<file path="config.mk">
export PLATFORM = sky130hd
export DESIGN_NAME = turn_input_conditioner
export DESIGN_NICKNAME = d
export VERILOG_FILES = /design/src/rtl/turn_cond_pkg.sv /design/src/rtl/turn_input_conditioner_debounce_ch.sv /design/src/rtl/turn_input_conditioner.sv
export SDC_FILE = /design/constraint.sdc
export NUM_CORES = 1
export LEC_CHECK = 0
export BUFFER_PORTS_ARGS = -buffer_cell sky130_fd_sc_hd__buf_2
export CORE_ASPECT_RATIO = 0.75
export CORE_MARGIN = 4
export CORE_UTILIZATION = 65
export CTS_BUF_LIST = sky130_fd_sc_hd__clkbuf_2 sky130_fd_sc_hd__clkbuf_4 sky130_fd_sc_hd__clkbuf_8
export DETAILED_ROUTE_END_ITERATION = 10
export PLACE_DENSITY_LB_ADDON = 0.05
export REMOVE_ABC_BUFFERS = 1
export SETUP_SLACK_MARGIN = 0.2
export SLEW_MARGIN = 30
export SYNTH_ARGS = -nofsm -noshare
export SYNTH_HDL_FRONTEND = slang
export SYNTH_SLANG_ARGS = --single-unit
</file>
<file path="constraint.sdc">
create_clock -name clk -period 4 [get_ports clk]
set_clock_uncertainty 0.15 [all_clocks]
set_input_delay 0.2 -clock clk [delete_from_list [all_inputs] [get_ports clk]]
set_output_delay 0.2 -clock clk [all_outputs]
set_load 0.1 [all_outputs]
</file>
<file path="src/rtl/turn_cond_pkg.sv">
// ----------------------------------------------------------------------------
// turn_cond_pkg
// Shared definitions for the turn-switch input conditioner:
//   - ch_state_e : per-channel debounce state encoding
//   - GLITCH_W   : width of the optional per-channel glitch counters
// Optional feature macro used by the importing files: TIC_GLITCH_CNT_EN
// ----------------------------------------------------------------------------
package turn_cond_pkg;

   typedef enum logic [1:0] {
      ST_LO     = 2'b00,
      ST_CHK_HI = 2'b01,
      ST_HI     = 2'b10,
      ST_CHK_LO = 2'b11
   } ch_state_e;

   localparam int GLITCH_W = 8;

endpackage : turn_cond_pkg

</file>
<file path="src/rtl/turn_input_conditioner_debounce_ch.sv">
// ----------------------------------------------------------------------------
// debounce_ch
// One switch channel: SYNC_STAGES-deep synchroniser, 4-state debounce FSM
// and its run-length counter. The debounced level flips on the
// DEBOUNCE_CYCLES-th consecutive cycle in which the synchronised input
// differs from it.
// Optional feature (macro TIC_GLITCH_CNT_EN): saturating count of aborted
// debounce attempts.
// Ports:
//   clk          in   base clock
//   rst_n        in   asynchronous active-low reset
//   raw_i        in   raw switch, asynchronous to clk
//   deb_o        out  debounced level (decoded from the state register)
//   glitch_cnt_o out  aborted-attempt count, saturating (macro only)
// ----------------------------------------------------------------------------
module debounce_ch
   import turn_cond_pkg::*;
#(
   parameter int SYNC_STAGES     = 2,
   parameter int DEBOUNCE_CYCLES = 1000000
) (
   input  logic                clk,
   input  logic                rst_n,
   input  logic                raw_i,
   output logic                deb_o
`ifdef TIC_GLITCH_CNT_EN
   ,
   output logic [GLITCH_W-1:0] glitch_cnt_o
`endif
);

   localparam int CNT_W = $clog2(DEBOUNCE_CYCLES) + 1;
   localparam logic [CNT_W-1:0] CNT_LAST = CNT_W'(DEBOUNCE_CYCLES - 1);
   localparam logic [CNT_W-1:0] CNT_ONE  = CNT_W'(1);
   localparam logic [CNT_W-1:0] CNT_ZERO = '0;

   // ------------------------------------------------------------------
   // Synchroniser chain; stage 0 is the only flop that sees raw_i.
   // ------------------------------------------------------------------
   logic [SYNC_STAGES-1:0] sync_q;

   always_ff @(posedge clk or negedge rst_n) begin
      if (!rst_n) begin
         sync_q[0] <= 1'b0;
      end else begin
         sync_q[0] <= raw_i;
      end
   end

   generate
      for (genvar gi = 1; gi < SYNC_STAGES; gi++) begin : g_sync
         always_ff @(posedge clk or negedge rst_n) begin
            if (!rst_n) begin
               sync_q[gi] <= 1'b0;
            end else begin
               sync_q[gi] <= sync_q[gi-1];
            end
         end
      end
   endgenerate

   logic sync;
   assign sync = sync_q[SYNC_STAGES-1];

   // ------------------------------------------------------------------
   // Debounce FSM and counter
   // ------------------------------------------------------------------
   ch_state_e        state_q, state_d;
   logic [CNT_W-1:0] cnt_q, cnt_d;
   logic             abort;

   always_comb begin
      state_d = state_q;
      cnt_d   = cnt_q;
      abort   = 1'b0;
      unique case (state_q)
         ST_LO: begin
            cnt_d = CNT_ZERO;
            if (sync) begin
               // A one-cycle debounce skips the checking state entirely.
               if (DEBOUNCE_CYCLES == 1) begin
                  state_d = ST_HI;
               end else begin
                  state_d = ST_CHK_HI;
                  cnt_d   = CNT_ONE;
               end
            end
         end
         ST_CHK_HI: begin
            if (!sync) begin
               state_d = ST_LO;
               cnt_d   = CNT_ZERO;
               abort   = 1'b1;
            end else if (cnt_q == CNT_LAST) begin
               state_d = ST_HI;
               cnt_d   = CNT_ZERO;
            end else begin
               cnt_d = cnt_q + CNT_ONE;
            end
         end
         ST_HI: begin
            cnt_d = CNT_ZERO;
            if (!sync) begin
               if (DEBOUNCE_CYCLES == 1) begin
                  state_d = ST_LO;
               end else begin
                  state_d = ST_CHK_LO;
                  cnt_d   = CNT_ONE;
               end
            end
         end
         ST_CHK_LO: begin
            if (sync) begin
               state_d = ST_HI;
               cnt_d   = CNT_ZERO;
               abort   = 1'b1;
            end else if (cnt_q == CNT_LAST) begin
               state_d = ST_LO;
               cnt_d   = CNT_ZERO;
            end else begin
               cnt_d = cnt_q + CNT_ONE;
            end
         end
         default: begin
            state_d = ST_LO;
            cnt_d   = CNT_ZERO;
         end
      endcase
   end

   always_ff @(posedge clk or negedge rst_n) begin
      if (!rst_n) begin
         state_q <= ST_LO;
         cnt_q   <= CNT_ZERO;
      end else begin
         state_q <= state_d;
         cnt_q   <= cnt_d;
      end
   end

   // While checking a fall the level is still high, so both HI and
   // CHK_LO decode to 1.
   assign deb_o = (state_q == ST_HI) || (state_q == ST_CHK_LO);

`ifdef TIC_GLITCH_CNT_EN
   logic [GLITCH_W-1:0] glitch_q, glitch_d;

   always_comb begin
      glitch_d = glitch_q;
      if (abort && (glitch_q != {GLITCH_W{1'b1}})) begin
         glitch_d = glitch_q + GLITCH_W'(1);
      end
   end

   always_ff @(posedge clk or negedge rst_n) begin
      if (!rst_n) begin
         glitch_q <= '0;
      end else begin
         glitch_q <= glitch_d;
      end
   end

   assign glitch_cnt_o = glitch_q;
`else
   // Abort detection only feeds the optional glitch counter.
   logic unused_abort;
   assign unused_abort = abort;
`endif

endmodule : debounce_ch

</file>
<file path="src/rtl/turn_input_conditioner.sv">
// ----------------------------------------------------------------------------
// turn_input_conditioner
// Synchronises and debounces the raw left/right turn switches and resolves
// them into three mutually exclusive registered levels.
// Optional feature macro: TIC_GLITCH_CNT_EN (adds glitch_cnt_l/glitch_cnt_r).
// Ports:
//   clk          in   base clock
//   rst_n        in   asynchronous active-low reset
//   left_raw     in   raw left switch
//   right_raw    in   raw right switch
//   left_o       out  clean left request
//   right_o      out  clean right request
//   haz_o        out  clean hazard request (both debounced high)
//   glitch_cnt_l out  left aborted-attempt count (macro only)
//   glitch_cnt_r out  right aborted-attempt count (macro only)
// ----------------------------------------------------------------------------
module turn_input_conditioner
   import turn_cond_pkg::*;
#(
   parameter int SYNC_STAGES     = 2,
   parameter int DEBOUNCE_CYCLES = 1000000
) (
   input  logic                clk,
   input  logic                rst_n,
   input  logic                left_raw,
   input  logic                right_raw,
   output logic                left_o,
   output logic                right_o,
   output logic                haz_o
`ifdef TIC_GLITCH_CNT_EN
   ,
   output logic [GLITCH_W-1:0] glitch_cnt_l,
   output logic [GLITCH_W-1:0] glitch_cnt_r
`endif
);

   logic deb_l, deb_r;

   debounce_ch #(
      .SYNC_STAGES    (SYNC_STAGES),
      .DEBOUNCE_CYCLES(DEBOUNCE_CYCLES)
   ) u_left (
      .clk         (clk),
      .rst_n       (rst_n),
      .raw_i       (left_raw),
      .deb_o       (deb_l)
`ifdef TIC_GLITCH_CNT_EN
      ,
      .glitch_cnt_o(glitch_cnt_l)
`endif
   );

   debounce_ch #(
      .SYNC_STAGES    (SYNC_STAGES),
      .DEBOUNCE_CYCLES(DEBOUNCE_CYCLES)
   ) u_right (
      .clk         (clk),
      .rst_n       (rst_n),
      .raw_i       (right_raw),
      .deb_o       (deb_r)
`ifdef TIC_GLITCH_CNT_EN
      ,
      .glitch_cnt_o(glitch_cnt_r)
`endif
   );

   // Resolution register: the outputs are one-hot-or-zero by construction,
   // and both channels flipping on the same edge go straight to hazard.
   logic left_q, right_q, haz_q;
   logic left_d, right_d, haz_d;

   assign haz_d   = deb_l & deb_r;
   assign left_d  = deb_l & ~deb_r;
   assign right_d = deb_r & ~deb_l;

   always_ff @(posedge clk or negedge rst_n) begin
      if (!rst_n) begin
         left_q  <= 1'b0;
         right_q <= 1'b0;
         haz_q   <= 1'b0;
      end else begin
         left_q  <= left_d;
         right_q <= right_d;
         haz_q   <= haz_d;
      end
   end

   assign left_o  = left_q;
   assign right_o = right_q;
   assign haz_o   = haz_q;

endmodule : turn_input_conditioner

</file>
==> results.md <==
- R2R depth: 6
- # fillers: approximately 240
- Drt total wl: 4610 um
- Final setup viols: 0
- Overall Global Routing Usage: 0.223
- Post-synth EDFFs: 0
- Wire per inst: between 15 and 20 um
- Pwr per Cell Area: ~340 nW/um2
- Met2 Use GR: 0.347
- CTS clk-pin slew, worst paths: approximately 100 ps
- Routability Congestion: about 0.84
- Pre-CTS WS: 1730 ps
- CTS hold repair buffers: 3
- Post-detail-place hpwl: 3220 um
- Max IR drop VDD: roughly 0.29 mV
- Final Non-Filler Cells: approximately 300
- LEAKAGE: between 1 and 1.5 nW
- Switching pwr: 0.000211 W
- Design Area, Final: roughly 2600 um2
- Most frequent cells in the layout: 53 x dfrtp_1, 33 x nor2_1, 17 x xor2_1
- GRT busiest layer: met2
- CTS sink count: 53
- Ant diodes: 0
- Required time worst endpoint: slightly above 4000 ps
- Hold depth: 0
- Routed Antenna Nets: 0
- Yosys reg bits: 53
- TritonRoute pass-1 iters: 4
- Via Count: 1,810
- Clk pwr share: 0.349
- H-tree levels: 2
- Avg Vias per Cell: ~6
- CP Class: reg -> reg
- CTS tree: built
- Fin. max-slew vios: 0
- Setup WS post-layout: 1680 ps
- Clock Tree Buf Depth: 2
- Core Area: between 3000 and 4000 um2
- M3 GR Usage: 0.0475
- Hold_ws: 217 ps
- Layout cells sized above 1: 0.0873
- Commonest non-fill, non-tap cell in the layout: dfrtp_1
- Comb power frac: 0.036
- CP Buf/Inv Count: 1
- DIE WIDTH: between 70 and 80 um
- Root Buffer: clkbuf_8
- Synth warn: 0
- Vert. Die Dim: around 61 um
- CP Depth: 6
- Vias in the first global route: between 1,500 and 2,000
- Int Power: around 0.00068 W
- Synth async-reset ratio: 1.00
- Largest regs: u_left.cnt_q (21), u_right.cnt_q (21)
- Residual DRC: 0
- Footprint of the multi-input gates: between 1000 and 1500 um2
- CP peak stage delay: 550 ps
- Starting Density: 0.706
- Unique masters post-synth: 33
- Register share of total power: 0.615
- Post-synthesis instance area: about 2400 um2
- Critical Path Sink Type: flop
- # rows: 18
- Fmax: roughly 430 MHz
- Worst Tran Pin Value: between 600 and 700 ps
- Worst-skew pair later-pin latency: a little over 300 ps
- I/O pin total: 7
- TNS Setup: 0 ps
- Gr ovfl total: 0
- Max-Cap Viols: 0
- Initial DRC count: 130
- Slowest CP cell: o21ai_1
- Status: finished clean
- CTS buffer count: 5
- Resize count post-CTS: 0
- Dpl cell area: approximately 2500 um2
- Worst rel slew slack: 0.564
- Final min period: around 2300 ps
- Post-CTS setup buffers: 0
- Final Hold Vio Count: 0
- Crit path max fanout: 11
- Synth Instances: ~240
- Register area: around 1300 um2
- Largest net degree at the start of global routing: between 50 and 60
- Area grow syn2layout: 8.17%
- Placed instance count: approximately 290
- Crit path cell chain: ha_1 -> and4_1 -> nand4_1 -> o21ai_1 -> buf_4 -> nor2_1
- Initial antenna violation count: 0
- Met1 GRT Util: 0.310
- Switching portion of total power: 0.237
- Port Buffers: 6
- First-pass GRT wire length: 8140 um
- Sequential area share after synthesis: 0.545
- Die Area: 4800 um2
- Worst hold path type: reg -> reg
- Synth Area per Inst: 10.1 um2
- Critical Path AT: around 2400 ps
- CP Launch Type: flop
- Dominant register cell in the synthesized netlist: dfrtp_1
- RSZ-0062 raised after global routing: false
- Worst path top cell family by delay: simple AND/OR/NAND/NOR gates
- Tcrit/Tclk final: 0.579
- Final layout net count: between 200 and 300
-- through the flow --
stage	utilization	power, W
finish	0.764	0.000889
global route	0.764	0.000928
CTS	0.764	0.000897
detailed placement	0.728	0.000587
global placement	0.727	0.000584
floorplan	-	0.000568
-- final timing paths --
| check | from | to | slack (ps) |
|---|---|---|---|
| hold / removal | u_right.sync_q[0] | u_right.sync | 220 |
| min in group asynchronous | rst_n | u_left.cnt_q[15] | 290 |
| setup / recovery | u_right.cnt_q[0] | u_right.cnt_q[10] | 1680 |
| max in group asynchronous | rst_n | u_left.cnt_q[4] | 2990 |
| setup reg to reg | u_right.cnt_q[0] | u_right.cnt_q[10] | 1680 |
| hold reg to reg | u_right.sync_q[0] | u_right.sync | 220 |
-- worst register-to-register path: cells and delay by family, from the launching register on --
kind	cells	cell delay [ps]
buffers and inverters	1	300
DFF	1	400
adders and majority gates	1	210
AOI/OAI and AO/OA	1	550
and+or+nand+nor	3	600
-- power groups by stage --
| stage | Sequential (W) | Clock [W] | Combinational [W] |
|---|---|---|---|
| 4_1_cts | 0.000546 | 0.000318 | 0.0000323 |
| 6_report | 0.000546 | 0.000311 | 0.0000320 |
| 2_1_floorplan | 0.000555 | 0 | 0.0000125 |
| 3_5_place_dp | 0.000557 | 0 | 0.0000301 |
| 3_3_place_gp | 0.000556 | 0 | 0.0000278 |
| 5_1_grt | 0.000547 | 0.000344 | 0.0000368 |
-- cells in the mapped netlist, types with 2 or more instances --
cell type,n,share of area
o31ai_1,5,0.015
o21ai_0,13,0.027
nor4_1,3,0.0077
nor3_1,3,0.0062
or3_1,8,0.021
xnor2_1,9,0.032
clkbuf_1,7,0.011
nand2_1,10,0.015
dfrtp_1,53,0.54
xor2_1,17,0.061
nand3_1,13,0.027
and2_1,3,0.0077
or4_1,8,0.025
inv_1,8,0.012
and3_1,2,0.0051
nor2_1,33,0.051
mux2_2,2,0.0093
nand4_1,12,0.031
a21oi_1,14,0.029
and4_1,4,0.014
nor2b_1,2,0.0051
ha_1,2,0.010
-- per-layer routing --
| metal | vias up | wire [um] |
|---|---|---|
| met5 | - | 0 |
| met4 | 0 | 61 |
| met3 | 7 | 207 |
| met2 | 53 | 2100 |
| met1 | 881 | 2240 |
| li1 | 869 | - |
-- final cells by class --
| cell class | count | area share |
|---|---|---|
| well taps | 50 | 0.0238 |
| clock buffers | 5 | 0.0261 |
| flip-flops and latches | 53 | 0.504 |
| clock inverters | 3 | 0.00951 |
| multi-input cells | 172 | 0.396 |
| inverters | 8 | 0.0114 |
| repair buffers | 11 | 0.0295 |
-- kinds of logic (layout without fill, tap and decap cells) --
logic type / count (synthesis) / count (layout) / share of synthesized area
simple gates: 109 / 109 / 0.241
xor+xnor: 26 / 26 / 0.0936
buf+inv: 17 / 27 / 0.0267
mux: 2 / 2 / 0.00925
flops: 53 / 53 / 0.545
fa+ha+maj: 2 / 2 / 0.0103
compound gates: 33 / 33 / 0.0740
No activity file was read; power rests on OpenSTA's default activity.
